File: src/rtl/rf_transfer_controller.sv
// Register-file transfer controller: accepts a read/optional-write command, selects the read ports,
// captures both operands, optionally issues a one-cycle write enable, then returns the captured data.
module rf_transfer_controller (
  input  logic        Clock,
  input  logic        Reset,
  input  logic        CmdValid,
  output logic        CmdReady,
  input  logic [2:0]  CmdSrcA,
  input  logic [2:0]  CmdSrcB,
  input  logic [2:0]  CmdDst,
  input  logic [2:0]  CmdFun,
  input  logic        CmdWrite,
  input  logic [31:0] RfOutA,
  input  logic [31:0] RfOutB,
  output logic [2:0]  OutASel,
  output logic [2:0]  OutBSel,
  output logic [2:0]  FunSel,
  output logic [3:0]  RegSel,
  output logic [3:0]  ScrSel,
  output logic        RspValid,
  input  logic        RspReady,
  output logic [31:0] RspA,
  output logic [31:0] RspB,
  output logic [7:0]  CmdCount
);

  typedef enum logic [2:0] {StIdle, StSel, StCapture, StWrite, StResp} state_e;

  state_e      state_q, state_d;
  logic [2:0]  out_a_sel_q, out_a_sel_d;
  logic [2:0]  out_b_sel_q, out_b_sel_d;
  logic [2:0]  dst_q, dst_d;
  logic [2:0]  fun_q, fun_d;
  logic        wr_q, wr_d;
  logic [31:0] rsp_a_q, rsp_a_d;
  logic [31:0] rsp_b_q, rsp_b_d;
  logic [7:0]  count_q, count_d;
  logic        cmd_ready;
  logic        handshake;

  assign handshake = CmdValid & cmd_ready;

  // State register
  always_ff @(posedge Clock or posedge Reset) begin
    if (Reset) begin
      state_q <= StIdle;
    end else begin
      state_q <= state_d;
    end
  end

  // Next-state logic
  always_comb begin
    state_d = state_q;
    unique case (state_q)
      StIdle:    if (handshake) state_d = StSel;
      StSel:     state_d = StCapture;
      StCapture: state_d = wr_q ? StWrite : StResp;
      StWrite:   state_d = StResp;
      StResp:    if (RspReady) state_d = StIdle;
      default:   state_d = StIdle;
    endcase
  end

  // FSM outputs; enables depend only on state_q so an async reset drops them immediately
  always_comb begin
    cmd_ready = 1'b0;
    RspValid  = 1'b0;
    FunSel    = 3'b000;
    RegSel    = 4'b0000;
    ScrSel    = 4'b0000;
    unique case (state_q)
      StIdle:  cmd_ready = ~Reset;
      StWrite: begin
        FunSel = fun_q;
        if (dst_q[2]) ScrSel = 4'b1000 >> dst_q[1:0];
        else          RegSel = 4'b1000 >> dst_q[1:0];
      end
      StResp:  RspValid = 1'b1;
      default: ;
    endcase
  end

  // Datapath next-state: command latch, operand capture, completion count
  always_comb begin
    out_a_sel_d = out_a_sel_q;
    out_b_sel_d = out_b_sel_q;
    dst_d       = dst_q;
    fun_d       = fun_q;
    wr_d        = wr_q;
    rsp_a_d     = rsp_a_q;
    rsp_b_d     = rsp_b_q;
    count_d     = count_q;
    if (handshake) begin
      out_a_sel_d = CmdSrcA;
      out_b_sel_d = CmdSrcB;
      dst_d       = CmdDst;
      fun_d       = CmdFun;
      wr_d        = CmdWrite;
    end
    // Capture precedes the write, so a Dst matching a source still returns pre-write data
    if (state_q == StCapture) begin
      rsp_a_d = RfOutA;
      rsp_b_d = RfOutB;
    end
    if ((state_q == StResp) && RspReady) begin
      count_d = count_q + 8'd1;
    end
  end

  always_ff @(posedge Clock or posedge Reset) begin
    if (Reset) begin
      out_a_sel_q <= 3'b000;
      out_b_sel_q <= 3'b000;
      dst_q       <= 3'b000;
      fun_q       <= 3'b000;
      wr_q        <= 1'b0;
      rsp_a_q     <= 32'd0;
      rsp_b_q     <= 32'd0;
      count_q     <= 8'd0;
    end else begin
      out_a_sel_q <= out_a_sel_d;
      out_b_sel_q <= out_b_sel_d;
      dst_q       <= dst_d;
      fun_q       <= fun_d;
      wr_q        <= wr_d;
      rsp_a_q     <= rsp_a_d;
      rsp_b_q     <= rsp_b_d;
      count_q     <= count_d;
    end
  end

  assign CmdReady = cmd_ready;
  assign OutASel  = out_a_sel_q;
  assign OutBSel  = out_b_sel_q;
  assign RspA     = rsp_a_q;
  assign RspB     = rsp_b_q;
  assign CmdCount = count_q;

endmodule

File: config.mk
export PLATFORM = sky130hd
export DESIGN_NAME = rf_transfer_controller
export DESIGN_NICKNAME = d
export VERILOG_FILES = /design/src/rtl/rf_transfer_controller.sv
export SDC_FILE = /design/constraint.sdc
export NUM_CORES = 1
export LEC_CHECK = 0
export CAP_MARGIN = 15
export CORE_ASPECT_RATIO = 1.4
export CORE_UTILIZATION = 45
export CTS_BUF_LIST = sky130_fd_sc_hd__clkbuf_2
export DETAILED_ROUTE_END_ITERATION = 8
export PLACE_DENSITY = 0.86
export RECOVER_POWER = 50
export SETUP_SLACK_MARGIN = 0.3
export SYNTH_ARGS = -nofsm -noshare
export SYNTH_HDL_FRONTEND = slang
export SYNTH_SLANG_ARGS = --single-unit
File: constraint.sdc
create_clock -name Clock -period 8.2 [get_ports Clock]
set_clock_uncertainty 0.2 [all_clocks]
set_input_delay 0.82 -clock Clock [delete_from_list [all_inputs] [get_ports Clock]]
set_output_delay 0.82 -clock Clock [all_outputs]
set_load 0.05 [all_outputs]
==> impl_metrics.csv, run 1 <==
group,metric,value,unit
final_layout,antenna_cells,0,
worst_setup_path,required,8430,ps
cts,post_cts_buffers,0,
power_and_ir_drop,power.leakage,2.24,nW
timing,finalSetupTns,0,ps
timing,maxClockFrequency,190,MHz
cts,cts-resized-gates,0,
power_and_ir_drop,ir_worst_vdd,287,uV
final_layout,layout_commonest_cell,"clkdlybuf4s50_1",
worst_setup_path,crit_path_end_kind,"register",
place,dp.final_hpwl,5.83,mm
route,first_pass_iters,4,
die,dieArea,8280,um^2
worst_setup_path,arrival,5490,ps
yosys,synth_cells,228,
cts,cts_tree,"built",
global_route,antenna_found_initial,0,
run_status,status,"complete, but fails checks",
route,wl_per_cell,15.7,um
power_and_ir_drop,p_per_area,468,nW/um^2
global_route,grt_pass1_vias,2556,
cts,clockBufferDepth,2,
yosys,synth_area_leaders,"dfrtp_1 (62%), mux2_2 (25%), buf_6 (3.2%), xor2_1 (1.5%), nor3_1 (0.84%)",
route,wirelength,7.93,mm
final_layout,fin_cells,506,
final_layout,num-nets-final,483,
worst_setup_path,path_max_fanout,64,
timing,final-hold-violation-count,0,
yosys,syn_nets,310,
cts,cts_root_buf,"clkbuf_2",
die,chipHeight,107,um
final_layout,final_cell_mix,"clkdlybuf4s50_1 (169), dfrtp_1 (88), mux2_2 (79), clkbuf_2 (12), nor2_1 (7)",
place,io_buffers,171,
die,io_pins,172,
worst_setup_path,critPathTopFamily,"simple AND/OR/NAND/NOR gates",
yosys,synth_seq_cells,88,
worst_setup_path,critPathKind,"register to register",
cts,cts.sinks,88,
global_route,grt_usage,0.200,
cts,cts-buffers-inserted,9,
final_layout,area_growth,51.1,%
timing,fin_crit,5260,ps
route,drc,0,
worst_setup_path,start_kind,"register",
route,ant_nets,0,
place,post_dp_cell_area,5300,um^2
cts,htreeDepth,3,
yosys,synth.top_cell.area_share,0.618,
power_and_ir_drop,total_power,2.52,mW
worst_setup_path,critPathSlowestCell,"nor2_1",
place,placed_cells,490,
final_layout,drive_gt1_frac,0.244,
die,start_util,0.463,
die,die_w,77.2,um
yosys,yosysWarnings,0,
die,fp-row-count,38,
timing,worst_pin_slew,4890,ps
worst_setup_path,r2r_setup_slack,2940,ps
worst_setup_path,slowest_delay,3540,ps
route,drtIter0Drc,94,
timing,finalSetupViolCount,0,
yosys,synth_top_cell_by_area,"dfrtp_1",
route,vias,2478,
timing,drv_slew,158,
global_route,grt_max_degree,65,
yosys,seq_area_frac_synth,0.618,
route,via_per_inst,4.90,
yosys,syn_area,3560,um^2
die,core-area,7700,um^2
yosys,avgSynthCellArea,15.6,um^2
worst_setup_path,crit_buf_inv,0,
cts,clock_latency,510,ps
global_route,grt_pass1_wl,12.7,mm
place,gp_congestion,0.800,
timing,finalCritPeriodShare,0.641,
global_route,overflow,0,
cts,clkTransAtPathRegs,210,ps
min_path,min_path_type,"register to register",
cts,cts_hold_buf,0,
final_layout,design_area,5390,um^2
yosys,synth.distinct_cells,27,
timing,rsz0062_at_grt,"false",
job,drv_cap,3,
timing,max_slew_margin,-2.27,
worst_setup_path,path_cells,"nand2b_2, nor2_1, mux2_2",
run_status,violations,"max-capacitance violations, max-slew violations",
metal layers:
| layer | global-route usage | vias up | part of all wire |
|---|---|---|---|
| li1 | - | 1141 | - |
| met1 | 0.217 | 1214 | 0.37 |
| met2 | 0.357 | 107 | 0.54 |
| met3 | 0.0415 | 16 | 0.066 |
| met4 | 0.120 | 0 | 0.027 |
| met5 | 0 | - | 0 |
report_power, final:
| part | internal, mW | leakage (nW) | switching [mW] |
|---|---|---|---|
| sequential | 0.642 | 1.06 | 0.133 |
| clock | 0.104 | 0.0836 | 0.134 |
| combinational | 0.595 | 1.09 | 0.914 |
| total | 1.34 | 2.24 | 1.18 |
logic make-up (layout without fill, tap and decap cells):
kind of cell             after synthesis  count (layout)  share of synthesized area
AND/OR/NAND/NOR                       39              39                     0.0734
multiplexers                          79              79                      0.250
adder cells (fa/ha/maj)                1               1                    0.00351
flip-flops                            88              88                      0.618
AO/OA/AOI/OAI                          2               2                    0.00457
XOR/XNOR                               7               7                     0.0172
buffers and inverters                 12             190                     0.0337
cell usage after synthesis:
cell type  count
nand3_1        3
nor3b_1        1
nor3_2         1
dfrtp_1       88
o2bb2ai_1      1
nor2_8         1
a211oi_1       1
nand3_2        1
nand2b_4       1
nand3b_1       2
and3_1         1
and3b_2        1
mux2_2        79
inv_1          2
ha_1           1
nand4bb_1      1
nand2_1        5
xor2_1         6
nor4_1         2
buf_6         10
nor4_4         1
nor2b_1        1
nand2b_1       2
and2_1         3
nor2_1         6
nor3_1         6
xnor2_1        1
path summary, 6_finish.rpt:
check / depth (start not counted) / startpoint / endpoint
worst min register to register: 1 / CmdCount[7] / CmdCount[7]
max in group asynchronous: 3 / Reset / RspB[5]
worst max-delay path: 3 / state_q[2] / RspA[11]
worst min-delay path: 1 / CmdCount[7] / CmdCount[7]
worst max register to register: 3 / state_q[2] / RspA[11]
min in group asynchronous: 2 / Reset / OutBSel[1]
area by class of cell:
cell class	count	area [um^2]
inverter	2	8.76
clock buffer	12	60.1
clock inverter	4	68.8
fill	568	2320
sequential	88	2200
multi-input combinational	128	1200
timing repair buffer	172	1720
tap	100	125
registers in the layout (all words and copies together) (netlist names):
register  count
RspB         32
dst_q         3
OutBSel       3
wr_q          1
state_q       3
RspA         32
fun_q         3
CmdCount      8
OutASel       3
per-stage QoR:
stage          worst slack [ps]  hold slack, ps  utilization
2_1_floorplan              4340             270            -
3_3_place_gp               4890             262        0.688
3_5_place_dp               4900             264        0.688
5_1_grt                    2310             339        0.699
4_1_cts                    4550             288        0.704
6_report                   2940             286        0.699
(Power assumes the default switching activity.)
==> inputs of run 2 (changes only) <==
CORE_UTILIZATION = 42   (was 45)
PLACE_DENSITY = 0.8   (was 0.86)
clock period = 5.04 ns   (was 8.2 ns; I/O delays follow)
==> run 2 against run 1 <==
  * Register-to-register slack lost 1700 ps
  * Setup slack lost 1700 ps
  * Global-route usage decreased by 1.9 points
  * Die area grew 7.0%
  * The flow still finishes with violations (max-capacitance violations, max-slew violations)
==> impl_metrics.csv, run 2 (synthesis gave the netlist of run 1 again) <==
group,metric,value,unit
worst_setup_path,critPathKind,"register to register",
cts,clkTransAtPathRegs,220,ps
worst_setup_path,start_kind,"register",
final_layout,antenna_cells,0,
route,first_pass_iters,4,
route,ant_nets,0,
final_layout,final_cell_mix,"clkdlybuf4s50_1 (170), dfrtp_1 (88), mux2_2 (79), clkbuf_2 (11)",
route,wl_per_cell,15.2,um
timing,maxClockFrequency,266,MHz
timing,finalSetupTns,0,ps
min_path,min_path_type,"register to register",
worst_setup_path,critPathSlowestCell,"nor2_2",
worst_setup_path,crit_buf_inv,0,
cts,cts.sinks,88,
place,io_buffers,171,
timing,finalCritPeriodShare,0.745,
timing,rsz0062_at_grt,"false",
route,vias,2465,
global_route,overflow,0,
place,gp_congestion,0.828,
route,drc,0,
worst_setup_path,crit_path_end_kind,"register",
final_layout,drive_gt1_frac,0.246,
global_route,antenna_found_initial,0,
global_route,grt_pass1_vias,2647,
timing,final-hold-violation-count,0,
timing,holdWs,312,ps
cts,htreeDepth,3,
worst_setup_path,slowest_delay,2190,ps
place,dp.final_hpwl,5.79,mm
die,io_pins,172,
final_layout,num-nets-final,483,
cts,cts_tree,"built",
global_route,grt_usage,0.181,
global_route,grt_max_degree,65,
die,core-area,8200,um^2
final_layout,area_growth,50.8,%
run_status,violations,"max-capacitance violations, max-slew violations",
route,drtIter0Drc,94,
job,drv_cap,2,
power_and_ir_drop,ir_worst_vdd,442,uV
die,start_util,0.435,
timing,max_slew_margin,-1.01,
cts,post_cts_buffers,0,
power_and_ir_drop,power.leakage,2.21,nW
final_layout,layout_commonest_cell,"clkdlybuf4s50_1",
route,wirelength,7.74,mm
worst_setup_path,path_max_fanout,64,
cts,cts_hold_buf,0,
die,chipHeight,111,um
power_and_ir_drop,p_per_area,749,nW/um^2
worst_setup_path,path_cells,"nand2b_2, nor2_2, mux2_2",
run_status,status,"complete, but fails checks",
cts,cts-buffers-inserted,9,
final_layout,fill_cells,652,
die,dieArea,8860,um^2
cts,cts-resized-gates,0,
route,via_per_inst,4.85,
cts,clock_latency,490,ps
timing,finalSetupViolCount,0,
worst_setup_path,required,5230,ps
cts,clockBufferDepth,2,
timing,worst_pin_slew,3020,ps
global_route,grt_pass1_wl,12.3,mm
timing,fin_crit,3760,ps
cts,cts_root_buf,"clkbuf_2",
die,fp-row-count,39,
die,die_w,79.8,um
worst_setup_path,arrival,3950,ps
worst_setup_path,critPathTopFamily,"simple AND/OR/NAND/NOR gates",
timing,drv_slew,107,
-- run 2: worst paths after layout --
kind                        startpoint          end  slack (ps)  depth (start not counted)
max in group asynchronous        Reset  CmdCount[5]        2110                          3
min reg2reg                CmdCount[7]  CmdCount[7]         310                          1
max                         state_q[2]     RspB[23]        1280                          3
min                        CmdCount[7]  CmdCount[7]         310                          1
max reg2reg                 state_q[2]     RspB[23]        1280                          3
min in group asynchronous        Reset     fun_q[2]         660                          2
-- run 2: per-stage QoR --
stage / instances / power, mW / util / cell area [um^2] / setup WS, ps
2_1_floorplan: 228 / 2.95 / - / 3560 / 1490
3_3_place_gp: 492 / 3.69 / 0.646 / 5300 / 2200
3_5_place_dp: 492 / 3.74 / 0.646 / 5300 / 2180
4_1_cts: 508 / 4.08 / 0.660 / 5410 / 1760
5_1_grt: 508 / 4.22 / 0.655 / 5370 / 900
6_report: 508 / 4.03 / 0.655 / 5370 / 1280
-- run 2: cell type report --
cell class                 count  area [um^2]  share of cell area
timing repair buffer         172         1720               0.320
multi-input combinational    128         1210               0.225
tap                          102          128              0.0238
clock inverter                 6         60.1              0.0112
clock buffer                  10         50.0             0.00932
sequential                    88         2200               0.410
inverter                       2         8.76             0.00163
-- run 2: power by group --
group          switching (mW)  total (mW)  internal [mW]
logic                    1.48        2.43          0.952
registers               0.214        1.26           1.04
clock network           0.222       0.335          0.113
-- run 2: routing by layer --
layer	vias up	GRT usage	part of all wire
li1	1139	-	-
met5	-	0	0
met2	102	0.326	0.55
met3	12	0.0420	0.067
met4	0	0.0845	0.017
met1	1212	0.196	0.37
==> inputs of run 3 (changes only) <==
clock period = 3.8 ns   (was 5.04 ns; I/O delays follow)
==> run 3 against run 2 <==
  * The flow still finishes with violations (max-capacitance violations, max-slew violations)
  * Clock power is 29% higher
  * Non-clock buffer count grew 1
  * Global-route usage increased by 1.2 points
  * Core utilization down 0.14 points
  * Clock-buffer cell count unchanged
  * Wire length is 2.7% higher
  * Combinational power is 32% higher
  * Sequential power up 32%
  * Flip-flop and latch count unchanged
  * First-iteration DRC count decreased by 22%
==> impl_metrics.csv, run 3 (synthesis gave the netlist of run 1 again) <==
group,metric,value,unit
run_status,status,"complete, but fails checks",
run_status,violations,"max-capacitance violations, max-slew violations",
power_and_ir_drop,power.leakage,2.22,nW
place,placed_cells,493,
die,io_pins,172,
cts,cts-resized-gates,0,
cts,cts_hold_buf,0,
place,dp.final_hpwl,6.01,mm
worst_setup_path,arrival,2470,ps
route,wirelength,7.95,mm
global_route,antenna_found_initial,0,
timing,rsz0062_at_grt,"false",
die,chipHeight,111,um
power_and_ir_drop,seqPwrFrac,0.313,
route,drtIter0Drc,73,
min_path,hp-start,"RfOutA[0]",
route,drc,0,
place,gp_congestion,0.846,
global_route,overflow,0,
timing,finalSetupTns,0,ps
worst_setup_path,path_cells,"and3b_2, nand2_1, nor2_1, clkdlybuf4s50_1",
route,wl_per_cell,15.6,um
cts,clock_latency,510,ps
route,via_per_inst,4.91,
worst_setup_path,critPathTopFamily,"buffers and inverters",
cts,cts_root_buf,"clkbuf_2",
place,io_buffers,171,
timing,finalSetupViolCount,0,
cts,cts-buffers-inserted,9,
power_and_ir_drop,p_comb_frac,0.605,
power_and_ir_drop,power_switching,2.53,mW
route,vias,2501,
route,ant_nets,0,
cts,htreeDepth,3,
die,dieArea,8860,um^2
power_and_ir_drop,total_power,5.31,mW
final_layout,drive_gt1_frac,0.233,
timing,max_slew_margin,-0.333,
timing,worst_pin_slew,2000,ps
global_route,grt_usage,0.193,
final_layout,num-nets-final,484,
timing,final-hold-violation-count,0,
power_and_ir_drop,internal-power,2.77,mW
worst_setup_path,required,3220,ps
job,drv_cap,2,
timing,maxClockFrequency,328,MHz
worst_setup_path,slowest_delay,840,ps
final_layout,antenna_cells,0,
die,fp-row-count,39,
min_path,min_path_type,"input port to register",
final_layout,fill_cells,645,
final_layout,layout_commonest_cell,"clkdlybuf4s50_1",
global_route,grt_pass1_wl,13.0,mm
route,first_pass_iters,4,
cts,clockBufferDepth,2,
worst_setup_path,crit_path_end_kind,"output pin",
worst_setup_path,cp-startpoint,"state_q[0]",
global_route,grt_max_degree,65,
timing,fin_crit,3050,ps
worst_setup_path,crit_buf_inv,1,
power_and_ir_drop,p_per_area,990,nW/um^2
worst_setup_path,timing.rr.start,"state_q[2]",
cts,cts_tree,"built",
timing,drv_slew,106,
die,core-area,8200,um^2
final_layout,fin_cells,509,
timing,finalCritPeriodShare,0.801,
worst_setup_path,start_kind,"register",
worst_setup_path,critPathSlowestCell,"clkdlybuf4s50_1",
global_route,grt_pass1_vias,2715,
worst_setup_path,critPathKind,"register to output pin",
power_and_ir_drop,clkPwrFrac,0.081,
die,start_util,0.435,
worst_setup_path,path_max_fanout,10,
cts,clkTransAtPathRegs,220,ps
cts,cts.sinks,88,
power_and_ir_drop,ir_worst_vdd,645,uV
cts,post_cts_buffers,0,
final_layout,final_cell_mix,"clkdlybuf4s50_1 (167), dfrtp_1 (88), mux2_2 (79), clkbuf_2 (10), nor3_1 (7)",
power_and_ir_drop,swShare,0.477,
final_layout,area_growth,50.5,%
die,die_w,79.8,um
==> run 3: cell types whose count changed in the layout (fill, tap and decap cells not counted), moves of 2 or more <==
cell	delta
clkinv_1	+2
dlygate4sd3_1	+3
clkdlybuf4s50_1	-3
clkinvlp_4	-3
==> run 3: through the flow <==
stage	area, um^2	hold WS [ps]	setup slack (ps)	util
finish	5360	248	754	0.654
global route	5360	197	268	0.654
CTS	5410	78.3	646	0.659
detailed placement	5310	266	1280	0.647
global placement	5310	263	1320	0.647
floorplan	3560	270	376	-
==> run 3: power by group through the flow <==
stage / clock (mW) / sequential [mW] / combinational (mW)
global placement: 0 / 1.67 / 3.23
finish: 0.432 / 1.66 / 3.21
global route: 0.484 / 1.73 / 3.36
CTS: 0.455 / 1.68 / 3.26
floorplan: 0 / 3.05 / 0.864
detailed placement: 0 / 1.71 / 3.26
==> run 3: layer usage <==
metal / global-route usage / share of wire / up-vias
met5: 0 / 0 / -
met4: 0.108 / 0.030 / 0
met3: 0.0543 / 0.080 / 16
met2: 0.333 / 0.53 / 111
met1: 0.207 / 0.36 / 1225
li1: - / - / 1149
==> run 3: area by class of cell <==
cell class | count | area, um^2 | area share
Multi-Input combinational cell | 128 | 1200 | 0.224
Sequential cell | 88 | 2200 | 0.411
Clock inverter | 6 | 50.0 | 0.00933
Inverter | 2 | 8.76 | 0.00163
Clock buffer | 10 | 50.0 | 0.00933
Timing Repair Buffer | 173 | 1720 | 0.321
Tap cell | 102 | 128 | 0.0238
==> run 3: path summary, 6_finish.rpt <==
kind / slack (ps) / endpoint / depth (start not counted)
min reg2reg: 290 / CmdCount[7] / 1
max in group asynchronous: 780 / CmdCount[7] / 4
max reg2reg: 990 / RspB[11] / 3
min: 250 / RspA[0] / 2
min in group asynchronous: 880 / dst_q[0] / 3
max: 750 / ScrSel[0] / 4
